[src/rtl/axi_lite_cmd_master_pkg.sv]
// Shared types and response codes for the AXI-Lite command master.
package axi_lite_cmd_master_pkg;

  typedef enum logic [2:0] {
    StIdle   = 3'd0,
    StWrAddr = 3'd1,
    StWaitB  = 3'd2,
    StRdAddr = 3'd3,
    StWaitR  = 3'd4,
    StRsp    = 3'd5
  } state_e;

  localparam logic [1:0] RespOkay   = 2'b00;
  localparam logic [1:0] RespSlverr = 2'b10;

endpackage

[src/rtl/axi_lite_cmd_master.sv]
// Single-outstanding AXI4-Lite master: turns one command into one AW/W/B or AR/R
// transaction and returns a registered response, with a response-wait timeout.
module axi_lite_cmd_master
  import axi_lite_cmd_master_pkg::*;
#(
  parameter int unsigned C_M_AXI_ADDR_WIDTH = 32,
  parameter int unsigned C_M_AXI_DATA_WIDTH = 32,
  parameter int unsigned C_TIMEOUT_CYCLES   = 1024
) (
  input  logic                            axi_aclk,
  input  logic                            axi_areset,
  input  logic                            cmd_valid,
  output logic                            cmd_ready,
  input  logic                            cmd_wr,
  input  logic [C_M_AXI_ADDR_WIDTH-1:0]   cmd_addr,
  input  logic [C_M_AXI_DATA_WIDTH-1:0]   cmd_wdata,
  input  logic [C_M_AXI_DATA_WIDTH/8-1:0] cmd_wstrb,
  output logic                            rsp_valid,
  input  logic                            rsp_ready,
  output logic [C_M_AXI_DATA_WIDTH-1:0]   rsp_rdata,
  output logic [1:0]                      rsp_resp,
  output logic                            rsp_timeout,
  output logic [C_M_AXI_ADDR_WIDTH-1:0]   m_axi_awaddr,
  output logic                            m_axi_awvalid,
  input  logic                            m_axi_awready,
  output logic [C_M_AXI_DATA_WIDTH-1:0]   m_axi_wdata,
  output logic [C_M_AXI_DATA_WIDTH/8-1:0] m_axi_wstrb,
  output logic                            m_axi_wvalid,
  input  logic                            m_axi_wready,
  input  logic [1:0]                      m_axi_bresp,
  input  logic                            m_axi_bvalid,
  output logic                            m_axi_bready,
  output logic [C_M_AXI_ADDR_WIDTH-1:0]   m_axi_araddr,
  output logic                            m_axi_arvalid,
  input  logic                            m_axi_arready,
  input  logic [C_M_AXI_DATA_WIDTH-1:0]   m_axi_rdata,
  input  logic [1:0]                      m_axi_rresp,
  input  logic                            m_axi_rvalid,
  output logic                            m_axi_rready
);

  localparam logic [31:0] CntLast = 32'(C_TIMEOUT_CYCLES - 1);

  state_e                            r_state, w_state_nxt;
  logic                              r_cmd_ready, w_cmd_ready_nxt;
  logic                              r_bready, w_bready_nxt;
  logic                              r_rready, w_rready_nxt;
  logic                              r_awvalid, w_awvalid_nxt;
  logic                              r_wvalid, w_wvalid_nxt;
  logic                              r_arvalid, w_arvalid_nxt;
  logic [C_M_AXI_ADDR_WIDTH-1:0]     r_addr, w_addr_nxt;
  logic [C_M_AXI_DATA_WIDTH-1:0]     r_wdata, w_wdata_nxt;
  logic [C_M_AXI_DATA_WIDTH/8-1:0]   r_wstrb, w_wstrb_nxt;
  logic [31:0]                       r_cnt, w_cnt_nxt;
  logic                              r_rsp_valid, w_rsp_valid_nxt;
  logic [C_M_AXI_DATA_WIDTH-1:0]     r_rsp_rdata, w_rsp_rdata_nxt;
  logic [1:0]                        r_rsp_resp, w_rsp_resp_nxt;
  logic                              r_rsp_timeout, w_rsp_timeout_nxt;

  always_ff @(posedge axi_aclk or posedge axi_areset) begin
    if (axi_areset) begin
      r_state       <= StIdle;
      r_cmd_ready   <= 1'b0;
      r_bready      <= 1'b0;
      r_rready      <= 1'b0;
      r_awvalid     <= 1'b0;
      r_wvalid      <= 1'b0;
      r_arvalid     <= 1'b0;
      r_addr        <= '0;
      r_wdata       <= '0;
      r_wstrb       <= '0;
      r_cnt         <= '0;
      r_rsp_valid   <= 1'b0;
      r_rsp_rdata   <= '0;
      r_rsp_resp    <= RespOkay;
      r_rsp_timeout <= 1'b0;
    end else begin
      r_state       <= w_state_nxt;
      r_cmd_ready   <= w_cmd_ready_nxt;
      r_bready      <= w_bready_nxt;
      r_rready      <= w_rready_nxt;
      r_awvalid     <= w_awvalid_nxt;
      r_wvalid      <= w_wvalid_nxt;
      r_arvalid     <= w_arvalid_nxt;
      r_addr        <= w_addr_nxt;
      r_wdata       <= w_wdata_nxt;
      r_wstrb       <= w_wstrb_nxt;
      r_cnt         <= w_cnt_nxt;
      r_rsp_valid   <= w_rsp_valid_nxt;
      r_rsp_rdata   <= w_rsp_rdata_nxt;
      r_rsp_resp    <= w_rsp_resp_nxt;
      r_rsp_timeout <= w_rsp_timeout_nxt;
    end
  end

  always_comb begin
    w_state_nxt       = r_state;
    w_awvalid_nxt     = r_awvalid;
    w_wvalid_nxt      = r_wvalid;
    w_arvalid_nxt     = r_arvalid;
    w_addr_nxt        = r_addr;
    w_wdata_nxt       = r_wdata;
    w_wstrb_nxt       = r_wstrb;
    w_cnt_nxt         = r_cnt;
    w_rsp_valid_nxt   = r_rsp_valid;
    w_rsp_rdata_nxt   = r_rsp_rdata;
    w_rsp_resp_nxt    = r_rsp_resp;
    w_rsp_timeout_nxt = r_rsp_timeout;

    unique case (r_state)
      StIdle: begin
        if (cmd_valid && r_cmd_ready) begin
          w_addr_nxt  = cmd_addr;
          w_wdata_nxt = cmd_wdata;
          w_wstrb_nxt = cmd_wstrb;
          if (cmd_wr) begin
            w_state_nxt   = StWrAddr;
            w_awvalid_nxt = 1'b1;
            w_wvalid_nxt  = 1'b1;
          end else begin
            w_state_nxt   = StRdAddr;
            w_arvalid_nxt = 1'b1;
          end
        end
      end
      StWrAddr: begin
        // AW and W complete independently; move on once neither is pending.
        if (m_axi_awready) w_awvalid_nxt = 1'b0;
        if (m_axi_wready)  w_wvalid_nxt  = 1'b0;
        if (!w_awvalid_nxt && !w_wvalid_nxt) begin
          w_state_nxt = StWaitB;
          w_cnt_nxt   = '0;
        end
      end
      StWaitB: begin
        if (m_axi_bvalid && r_bready) begin
          w_state_nxt       = StRsp;
          w_rsp_valid_nxt   = 1'b1;
          w_rsp_rdata_nxt   = '0;
          w_rsp_resp_nxt    = m_axi_bresp;
          w_rsp_timeout_nxt = 1'b0;
        end else if (r_cnt == CntLast) begin
          w_state_nxt       = StRsp;
          w_rsp_valid_nxt   = 1'b1;
          w_rsp_rdata_nxt   = '0;
          w_rsp_resp_nxt    = RespSlverr;
          w_rsp_timeout_nxt = 1'b1;
        end else begin
          w_cnt_nxt = r_cnt + 32'd1;
        end
      end
      StRdAddr: begin
        if (m_axi_arready) begin
          w_arvalid_nxt = 1'b0;
          w_state_nxt   = StWaitR;
          w_cnt_nxt     = '0;
        end
      end
      StWaitR: begin
        if (m_axi_rvalid && r_rready) begin
          w_state_nxt       = StRsp;
          w_rsp_valid_nxt   = 1'b1;
          w_rsp_rdata_nxt   = m_axi_rdata;
          w_rsp_resp_nxt    = m_axi_rresp;
          w_rsp_timeout_nxt = 1'b0;
        end else if (r_cnt == CntLast) begin
          w_state_nxt       = StRsp;
          w_rsp_valid_nxt   = 1'b1;
          w_rsp_rdata_nxt   = '0;
          w_rsp_resp_nxt    = RespSlverr;
          w_rsp_timeout_nxt = 1'b1;
        end else begin
          w_cnt_nxt = r_cnt + 32'd1;
        end
      end
      StRsp: begin
        if (rsp_ready) begin
          w_state_nxt     = StIdle;
          w_rsp_valid_nxt = 1'b0;
        end
      end
      default: w_state_nxt = StIdle;
    endcase

    // Ready outputs are registered copies of the next state's decode.
    w_cmd_ready_nxt = (w_state_nxt == StIdle);
    w_bready_nxt    = (w_state_nxt == StIdle) || (w_state_nxt == StWaitB);
    w_rready_nxt    = (w_state_nxt == StIdle) || (w_state_nxt == StWaitR);
  end

  assign cmd_ready     = r_cmd_ready;
  assign rsp_valid     = r_rsp_valid;
  assign rsp_rdata     = r_rsp_rdata;
  assign rsp_resp      = r_rsp_resp;
  assign rsp_timeout   = r_rsp_timeout;
  assign m_axi_awaddr  = r_addr;
  assign m_axi_awvalid = r_awvalid;
  assign m_axi_wdata   = r_wdata;
  assign m_axi_wstrb   = r_wstrb;
  assign m_axi_wvalid  = r_wvalid;
  assign m_axi_bready  = r_bready;
  assign m_axi_araddr  = r_addr;
  assign m_axi_arvalid = r_arvalid;
  assign m_axi_rready  = r_rready;

endmodule

[config.mk]
export PLATFORM = sky130hd
export DESIGN_NAME = axi_lite_cmd_master
export DESIGN_NICKNAME = d
export VERILOG_FILES = /design/src/rtl/axi_lite_cmd_master_pkg.sv /design/src/rtl/axi_lite_cmd_master.sv
export SDC_FILE = /design/constraint.sdc
export NUM_CORES = 1
export LEC_CHECK = 0
export ABC_AREA = 1
export ABC_CLOCK_PERIOD_IN_PS = 5600
export CELL_PAD_IN_SITES_DETAIL_PLACEMENT = 1
export CELL_PAD_IN_SITES_GLOBAL_PLACEMENT = 1
export CORE_MARGIN = 2
export CORE_UTILIZATION = 32
export CTS_CLUSTER_DIAMETER = 30
export CTS_CLUSTER_SIZE = 24
export DETAILED_ROUTE_END_ITERATION = 16
export PLACE_DENSITY = 0.88
export SYNTH_ARGS = -nofsm -noshare
export SYNTH_HDL_FRONTEND = slang
export SYNTH_SLANG_ARGS = --single-unit
[constraint.sdc]
create_clock -name axi_aclk -period 5.6 [get_ports axi_aclk]
set_input_delay 1.12 -clock axi_aclk [delete_from_list [all_inputs] [get_ports axi_aclk]]
set_output_delay 1.12 -clock axi_aclk [all_outputs]
set_load 0.02 [all_outputs]
==> impl_metrics.env, run 1 <==
export IMPL_worstHoldStart="m_axi_wstrb[3]$_DFFE_PP0P_"
export IMPL_critical_path_arrival_ns=3.98
export IMPL_detail_route_drc_violations=0
export IMPL_grt_pass1_vias=7570
export IMPL_drv_max_cap_violation_count=0
export IMPL_critical_path_slowest_cell="sky130_fd_sc_hd__nand2_1"
export IMPL_timing_final_setup_violations=0
export IMPL_grt_antenna_before_repair=1
export IMPL_worst_setup_path_end_kind="flop"
export IMPL_yosys_register_bits=145
export IMPL_cts_max_path_buffers=2
export IMPL_synth_area_top_cells="sky130_fd_sc_hd__dfrtp_1, sky130_fd_sc_hd__nand2_1, sky130_fd_sc_hd__nand3_1"
export IMPL_cpPeakStageDelay_ns=1.02
export IMPL_power_density_nw_per_um2=534
export IMPL_drive_gt1_share_pct=4.57
export IMPL_post_synth_top_area_fraction_pct=51.3
export IMPL_postCtsSetupBuffers=0
export IMPL_dr_first_iter_drc_count=285
export IMPL_synth_nets=1048
export IMPL_io_pin_count=256
export IMPL_hold_end="m_axi_wstrb[3]$_DFFE_PP0P_"
export IMPL_grt_remaining_overflow=0
export IMPL_detailedPlacementHpwl_mm=17.1
export IMPL_peakVddDrop_v=0.000264
export IMPL_clock_skew_final_ns=0.0103
export IMPL_postCtsResizedCells=0
export IMPL_routability_congestion_estimate_from_global_placement=0.876
export IMPL_timing_worst_slew_pin_value_ns=1.21
export IMPL_fin_setup_tns_ns=0
export IMPL_start_kind="flop"
export IMPL_port_buffer_count=255
export IMPL_path_max_fanout=38
export IMPL_area_growth_syn_to_layout_pct=43.9
export IMPL_drt_vias_per_instance=4.72
export IMPL_depth_of_the_worst_register_to_register_path=10
export IMPL_finalHoldViolations=0
export IMPL_rsz0062_at_grt="no"
export IMPL_timing_final_crit_period_ns=3.64
export IMPL_placementRows=54
export IMPL_detailedRoute_firstPassIterationCount=4
export IMPL_cts_tree="yes"
export IMPL_syn_instance_count=933
export IMPL_leading_area_contributor_after_synthesis="sky130_fd_sc_hd__dfrtp_1"
export IMPL_grt_start_max_net_pins=116
export IMPL_ant_nets=0
export IMPL_instances_no_fill=1442
export IMPL_placed_cells=1409
export IMPL_die_height_um=153
export IMPL_register_to_register_setup_slack_ns=1.96
export IMPL_final_nets=1263
export IMPL_period_share_pct=65.0
export IMPL_cts_htree_levels=4
export IMPL_ctsRootBufferMaster="sky130_fd_sc_hd__clkbuf_16"
export IMPL_worstHoldPathType="flop to flop"
export IMPL_synth_seq_area_share_pct=51.3
export IMPL_final_hold_worst_slack_ns=0.478
export IMPL_core_box_area_um2=21800
export IMPL_number_of_enable_type_register_cells_in_the_synthesized_netlist=0
export IMPL_worst_r2r_startpoint="r_cnt[0]$_DFFE_PP0P_"
export IMPL_global_route_wire_length_before_repair_mm=38.8
export IMPL_synth_avg_cell_area_um2=7.58
export IMPL_cts_hold_buffers_added=0
export IMPL_crit_required_ns=5.94
export IMPL_die_w_um=153
export IMPL_result_of_the_run="finished, final reports clean"
export IMPL_cts_made_buffers=17
export IMPL_power_leakage_nw=4.79
export IMPL_worst_skew_pair_late_latency_ns=0.42
export IMPL_synth_warnings=0
export IMPL_crit_path_cell_trace="ha_1, nand3_2, inv_2, nand2_2, nor2_2, nand3_2, nand2_1, buf_4, nand2_1, o21ai_1"
export IMPL_tritoncts_num_sinks=145
export IMPL_worstSetupPathType="flop to flop"
export IMPL_die_area_um2=23300
export IMPL_synthesized_cell_area_um2=7080
export IMPL_slew_violations=0
export IMPL_routedWlPerCell_um=16.2
export IMPL_timing_rr_end="r_cnt[0]$_DFFE_PP0P_"
export IMPL_fmax_mhz=275
export IMPL_drt_total_wl_mm=23.4
export IMPL_total_track_usage_pct=20.5
export IMPL_synth_ff_type="sky130_fd_sc_hd__dfrtp_1"
export IMPL_async_set_or_reset_register_ratio_after_synthesis_pct=100
export IMPL_clk_pin_slew_worst_paths_ns=0.06
export IMPL_synth_cell_types=30
export IMPL_vias=6803
export IMPL_whs_path_depth=2
export IMPL_starting_density_pct=32.5
export IMPL_relSlewSlack_pct=18.8
[routing by layer]
layer	vias to the layer above	routed length (um)	GRT usage, %
li1	3279	-	-
met3	49	1250	5.57
met2	189	11900	35.4
met5	-	0	0
met4	0	737	8.11
met1	3286	9530	24.1
[worst max-delay path by stage]
| stage | from | endpoint | slack [ns] | depth (start not counted) |
|---|---|---|---|---|
| 2_1_floorplan | axi_areset | cmd_ready$_DFF_PP0_ | 0.59 | 1 |
| 3_3_place_gp | m_axi_rvalid | r_cnt[5]$_DFFE_PP0P_ | 1.76 | 9 |
| 3_5_place_dp | m_axi_rvalid | rsp_rdata[6]$_DFFE_PP0P_ | 1.66 | 7 |
| 4_1_cts | r_cnt[0]$_DFFE_PP0P_ | r_cnt[0]$_DFFE_PP0P_ | 1.84 | 10 |
| 5_1_grt | r_cnt[0]$_DFFE_PP0P_ | r_cnt[0]$_DFFE_PP0P_ | 1.55 | 10 |
| 6_report | r_cnt[0]$_DFFE_PP0P_ | r_cnt[0]$_DFFE_PP0P_ | 1.96 | 10 |
[cell type report]
class	instances	area, um^2
fillers	2670	11600
flip-flops and latches	145	3630
multi-input cells	641	2720
repair buffers	260	2590
clock buffers	18	429
well taps	280	350
inverters	83	317
clock inverters	14	144
diodes	1	2.50
[layout by cell type (no fill, tap or decap), drive strengths merged, types with 2 or more instances in the layout]
master         instances
nand2                393
clkdlybuf4s50        255
dfrtp                145
inv                   90
nor2                  81
nand3                 79
o21ai                 61
clkbuf                18
xor2                   8
buf                    5
a21oi                  4
xnor2                  3
clkinvlp               3
clkinv                 3
nand4                  2
o211ai                 2
[power breakdown]
group / switching [mW] / internal (mW)
clock network: 0.503 / 0.627
registers: 0.281 / 1.44
logic: 1.48 / 1.11
total: 2.26 / 3.17
[cell usage after synthesis, drive strengths merged, types with 2 or more instances]
cell and n:
nand2 393, dfrtp 145, inv 82, nor2 81
nand3 79, o21ai 61, buf 53, clkbuf 11
xor2 8, a21oi 4, xnor2 3, nand4 2
o211ai 2
[stage by stage]
| step | power (mW) | setup WS, ns | area (um^2) | util [%] |
|---|---|---|---|---|
| floorplan | 3.17 | 0.585 | 7080 | - |
| global placement | 4.22 | 1.76 | 9610 | 44.2 |
| detailed placement | 4.33 | 1.66 | 9610 | 44.2 |
| CTS | 5.49 | 1.84 | 10200 | 46.8 |
| global route | 5.76 | 1.55 | 10200 | 46.8 |
| finish | 5.43 | 1.96 | 10200 | 46.8 |
[kinds of logic (layout without fill, tap and decap cells)]
| kind of cell | after synthesis | in the layout | synth area share [%] |
|---|---|---|---|
| compound gates | 70 | 70 | 5.09 |
| xor+xnor | 11 | 11 | 1.36 |
| fa+ha+maj | 1 | 1 | 0.177 |
| buf+inv | 147 | 375 | 10.3 |
| simple gates | 559 | 559 | 31.8 |
| flops | 145 | 145 | 51.3 |
| other cells | 0 | 1 | 0 |
[flip-flops by register name, indices dropped and copies added (netlist names)]
signal	count
rsp_rdata	32
rsp_resp	2
m_axi_wstrb	4
rsp_timeout	1
m_axi_araddr	32
m_axi_awvalid	1
cmd_ready	1
r_state	3
rsp_valid	1
m_axi_wdata	32
r_cnt	32
m_axi_wvalid	1
m_axi_bready	1
m_axi_rready	1
m_axi_arvalid	1
[worst max-delay path: cells and delay by family, from the launching register on]
kind,cells,cell delay (ns)
and+or+nand+nor,6,2.17
DFF,1,0.47
adders and majority gates,1,0.34
AOI/OAI and AO/OA,1,0.08
buffers and inverters,2,0.48
Power figures use the tool's default switching activity.
==> run 2, diff against run 1 <==
--- a/config.mk
+++ b/config.mk
@@ -6,7 +6,7 @@
 export NUM_CORES = 1
 export LEC_CHECK = 0
 export ABC_AREA = 1
-export ABC_CLOCK_PERIOD_IN_PS = 5600
+export ABC_CLOCK_PERIOD_IN_PS = 3500
 export CELL_PAD_IN_SITES_DETAIL_PLACEMENT = 1
 export CELL_PAD_IN_SITES_GLOBAL_PLACEMENT = 1
 export CORE_MARGIN = 2
==> constraint.sdc (replaced) <==
create_clock -name axi_aclk -period 3.5 [get_ports axi_aclk]
set_input_delay 0.7 -clock axi_aclk [delete_from_list [all_inputs] [get_ports axi_aclk]]
set_output_delay 0.7 -clock axi_aclk [all_outputs]
set_load 0.02 [all_outputs]
==> run 2 against run 1 <==
  * Flip-flop and latch count unchanged
  * Clock power increased by 76%
  * Critical path depth unchanged
  * First-iteration DRC count decreased by 7.0%
  * Largest cell class unchanged
==> impl_metrics.env, run 2 (synthesized netlist as in run 1, its figures left out) <==
export IMPL_result_of_the_run="finished, final reports clean"
export IMPL_grt_remaining_overflow=0
export IMPL_peakVddDrop_v=0.000506
export IMPL_p_comb_share_pct=47.0
export IMPL_clk_pin_slew_worst_paths_ns=0.06
export IMPL_cts_tree="yes"
export IMPL_total_track_usage_pct=21.2
export IMPL_rsz0062_at_grt="no"
export IMPL_grt_pass1_vias=7780
export IMPL_path_max_fanout=34
export IMPL_drv_max_cap_violation_count=0
export IMPL_timing_final_setup_violations=0
export IMPL_cts_htree_levels=4
export IMPL_finalHoldViolations=0
export IMPL_routability_congestion_estimate_from_global_placement=0.847
export IMPL_worst_skew_pair_late_latency_ns=0.43
export IMPL_detailedPlacementHpwl_mm=18.2
export IMPL_start_kind="flop"
export IMPL_starting_density_pct=32.5
export IMPL_most_used_cells_in_the_layout_excluding_fill_and_tap_cells="sky130_fd_sc_hd__nand2_1, sky130_fd_sc_hd__clkdlybuf4s50_1, sky130_fd_sc_hd__dfrtp_1, sky130_fd_sc_hd__nor2_1"
export IMPL_nFillCells=2645
export IMPL_clock_skew_final_ns=0.0140
export IMPL_power_leakage_nw=4.86
export IMPL_io_pin_count=256
export IMPL_tritoncts_num_sinks=145
export IMPL_final_hold_worst_slack_ns=0.482
export IMPL_power_frac_seq_pct=30.8
export IMPL_ctsRootBufferMaster="sky130_fd_sc_hd__clkbuf_16"
export IMPL_commonest_non_fill_non_tap_cell_in_the_layout="sky130_fd_sc_hd__nand2_1"
export IMPL_grt_start_max_net_pins=70
export IMPL_instances_no_fill=1449
export IMPL_crit_required_ns=3.84
export IMPL_die_area_um2=23300
export IMPL_drt_total_wl_mm=24.5
export IMPL_worstHoldPathType="flop to flop"
export IMPL_cts_hold_buffers_added=0
export IMPL_worst_setup_path_end_kind="flop"
export IMPL_cts_made_buffers=17
export IMPL_swShare_pct=41.4
export IMPL_critical_path_arrival_ns=2.72
export IMPL_global_route_wire_length_before_repair_mm=39.9
export IMPL_postCtsSetupBuffers=0
export IMPL_vias=6944
export IMPL_detail_route_drc_violations=0
export IMPL_port_buffer_count=255
export IMPL_postCtsResizedCells=0
export IMPL_cts_max_path_buffers=2
export IMPL_detailedRoute_firstPassIterationCount=4
export IMPL_cellInternalPower_mw=5.25
export IMPL_die_w_um=153
export IMPL_core_box_area_um2=21800
export IMPL_relSlewSlack_pct=47.4
export IMPL_clockPowerShare_pct=22.2
export IMPL_timing_final_crit_period_ns=2.39
export IMPL_die_height_um=153
export IMPL_power_density_nw_per_um2=869
export IMPL_worstSetupPathType="flop to flop"
export IMPL_timing_worst_slew_pin_value_ns=0.788
export IMPL_period_share_pct=68.2
export IMPL_ant_nets=0
export IMPL_placed_cells=1416
export IMPL_placementRows=54
export IMPL_final_nets=1270
export IMPL_p_switching_mw=3.71
export IMPL_drt_vias_per_instance=4.79
export IMPL_routedWlPerCell_um=16.9
export IMPL_area_growth_syn_to_layout_pct=45.8
export IMPL_grt_antenna_before_repair=1
export IMPL_slew_violations=0
export IMPL_dr_first_iter_drc_count=265
export IMPL_drive_gt1_share_pct=5.22
export IMPL_fmax_mhz=419
export IMPL_fin_setup_tns_ns=0
-- run 2: changes by cell type in the layout (fill, tap and decap cells not counted), sizes merged --
cell,previous run,this run
buf,5,12
bufinv,1,3
clkbuf,18,17
clkinvlp,3,1
inv,90,91
-- run 2: path summary, 6_finish.rpt --
kind                                              from                      endpoint  slack, ns  cells after the start
max in group asynchronous                   axi_areset    m_axi_wstrb[2]$_DFFE_PP0P_       1.97                      3
min in group asynchronous                   axi_areset  m_axi_araddr[25]$_DFFE_PP0P_       0.76                      2
min reg2reg                m_axi_wdata[31]$_DFFE_PP0P_   m_axi_wdata[31]$_DFFE_PP0P_       0.48                      2
max                               r_cnt[0]$_DFFE_PP0P_          r_cnt[2]$_DFFE_PP0P_       1.11                     10
max reg2reg                       r_cnt[0]$_DFFE_PP0P_          r_cnt[2]$_DFFE_PP0P_       1.11                     10
min                        m_axi_wdata[31]$_DFFE_PP0P_   m_axi_wdata[31]$_DFFE_PP0P_       0.48                      2
-- run 2: area by class of cell --
cell class	count	area [um^2]	share of cell area, %
clock buffers	17	425	4.12
diodes	1	2.50	0.0243
inverters	83	315	3.06
flip-flops and latches	145	3630	35.2
clock inverters	15	209	2.02
repair buffers	267	2670	25.9
multi-input cells	641	2720	26.4
well taps	280	350	3.40
-- run 2: worst max-delay path, stage by stage, from the launching register on --
cell and delay [ns]:
sky130_fd_sc_hd__dfrtp_1 0.46, sky130_fd_sc_hd__ha_1 0.34, sky130_fd_sc_hd__nand3_2 0.17, sky130_fd_sc_hd__inv_2 0.12, sky130_fd_sc_hd__nand2_2 0.12, sky130_fd_sc_hd__nor2_2 0.15, sky130_fd_sc_hd__nand3_2 0.08, sky130_fd_sc_hd__nand2_1 0.27
sky130_fd_sc_hd__buf_4 0.39, sky130_fd_sc_hd__nand2_1 0.08, sky130_fd_sc_hd__o21ai_1 0.10
-- run 2: metal layers --
metal | up-vias | GRT usage (%) | routed length (um)
met4 | 0 | 8.47 | 736
met1 | 3397 | 24.7 | 9900
li1 | 3300 | - | -
met5 | - | 0 | 0
met3 | 49 | 5.03 | 1120
met2 | 198 | 37.6 | 12800
-- run 2: stage by stage --
stage / setup WS (ns) / power (mW) / cell area (um^2) / util (%)
finish: 1.11 / 8.97 / 10300 / 47.4
global route: 0.815 / 9.47 / 10300 / 47.4
CTS: 1.07 / 9.07 / 10300 / 47.4
detailed placement: 0.779 / 7.00 / 9680 / 44.5
global placement: 0.927 / 6.79 / 9680 / 44.5
floorplan: 0.981 / 5.08 / 7080 / -
-- run 2: power by group through the flow --
stage / Combinational, mW / Sequential (mW) / Clock [mW]
finish: 4.21 / 2.76 / 1.99
global route: 4.53 / 2.84 / 2.09
CTS: 4.27 / 2.77 / 2.03
detailed placement: 4.23 / 2.77 / 0
global placement: 4.06 / 2.73 / 0
floorplan: 1.67 / 3.41 / 0
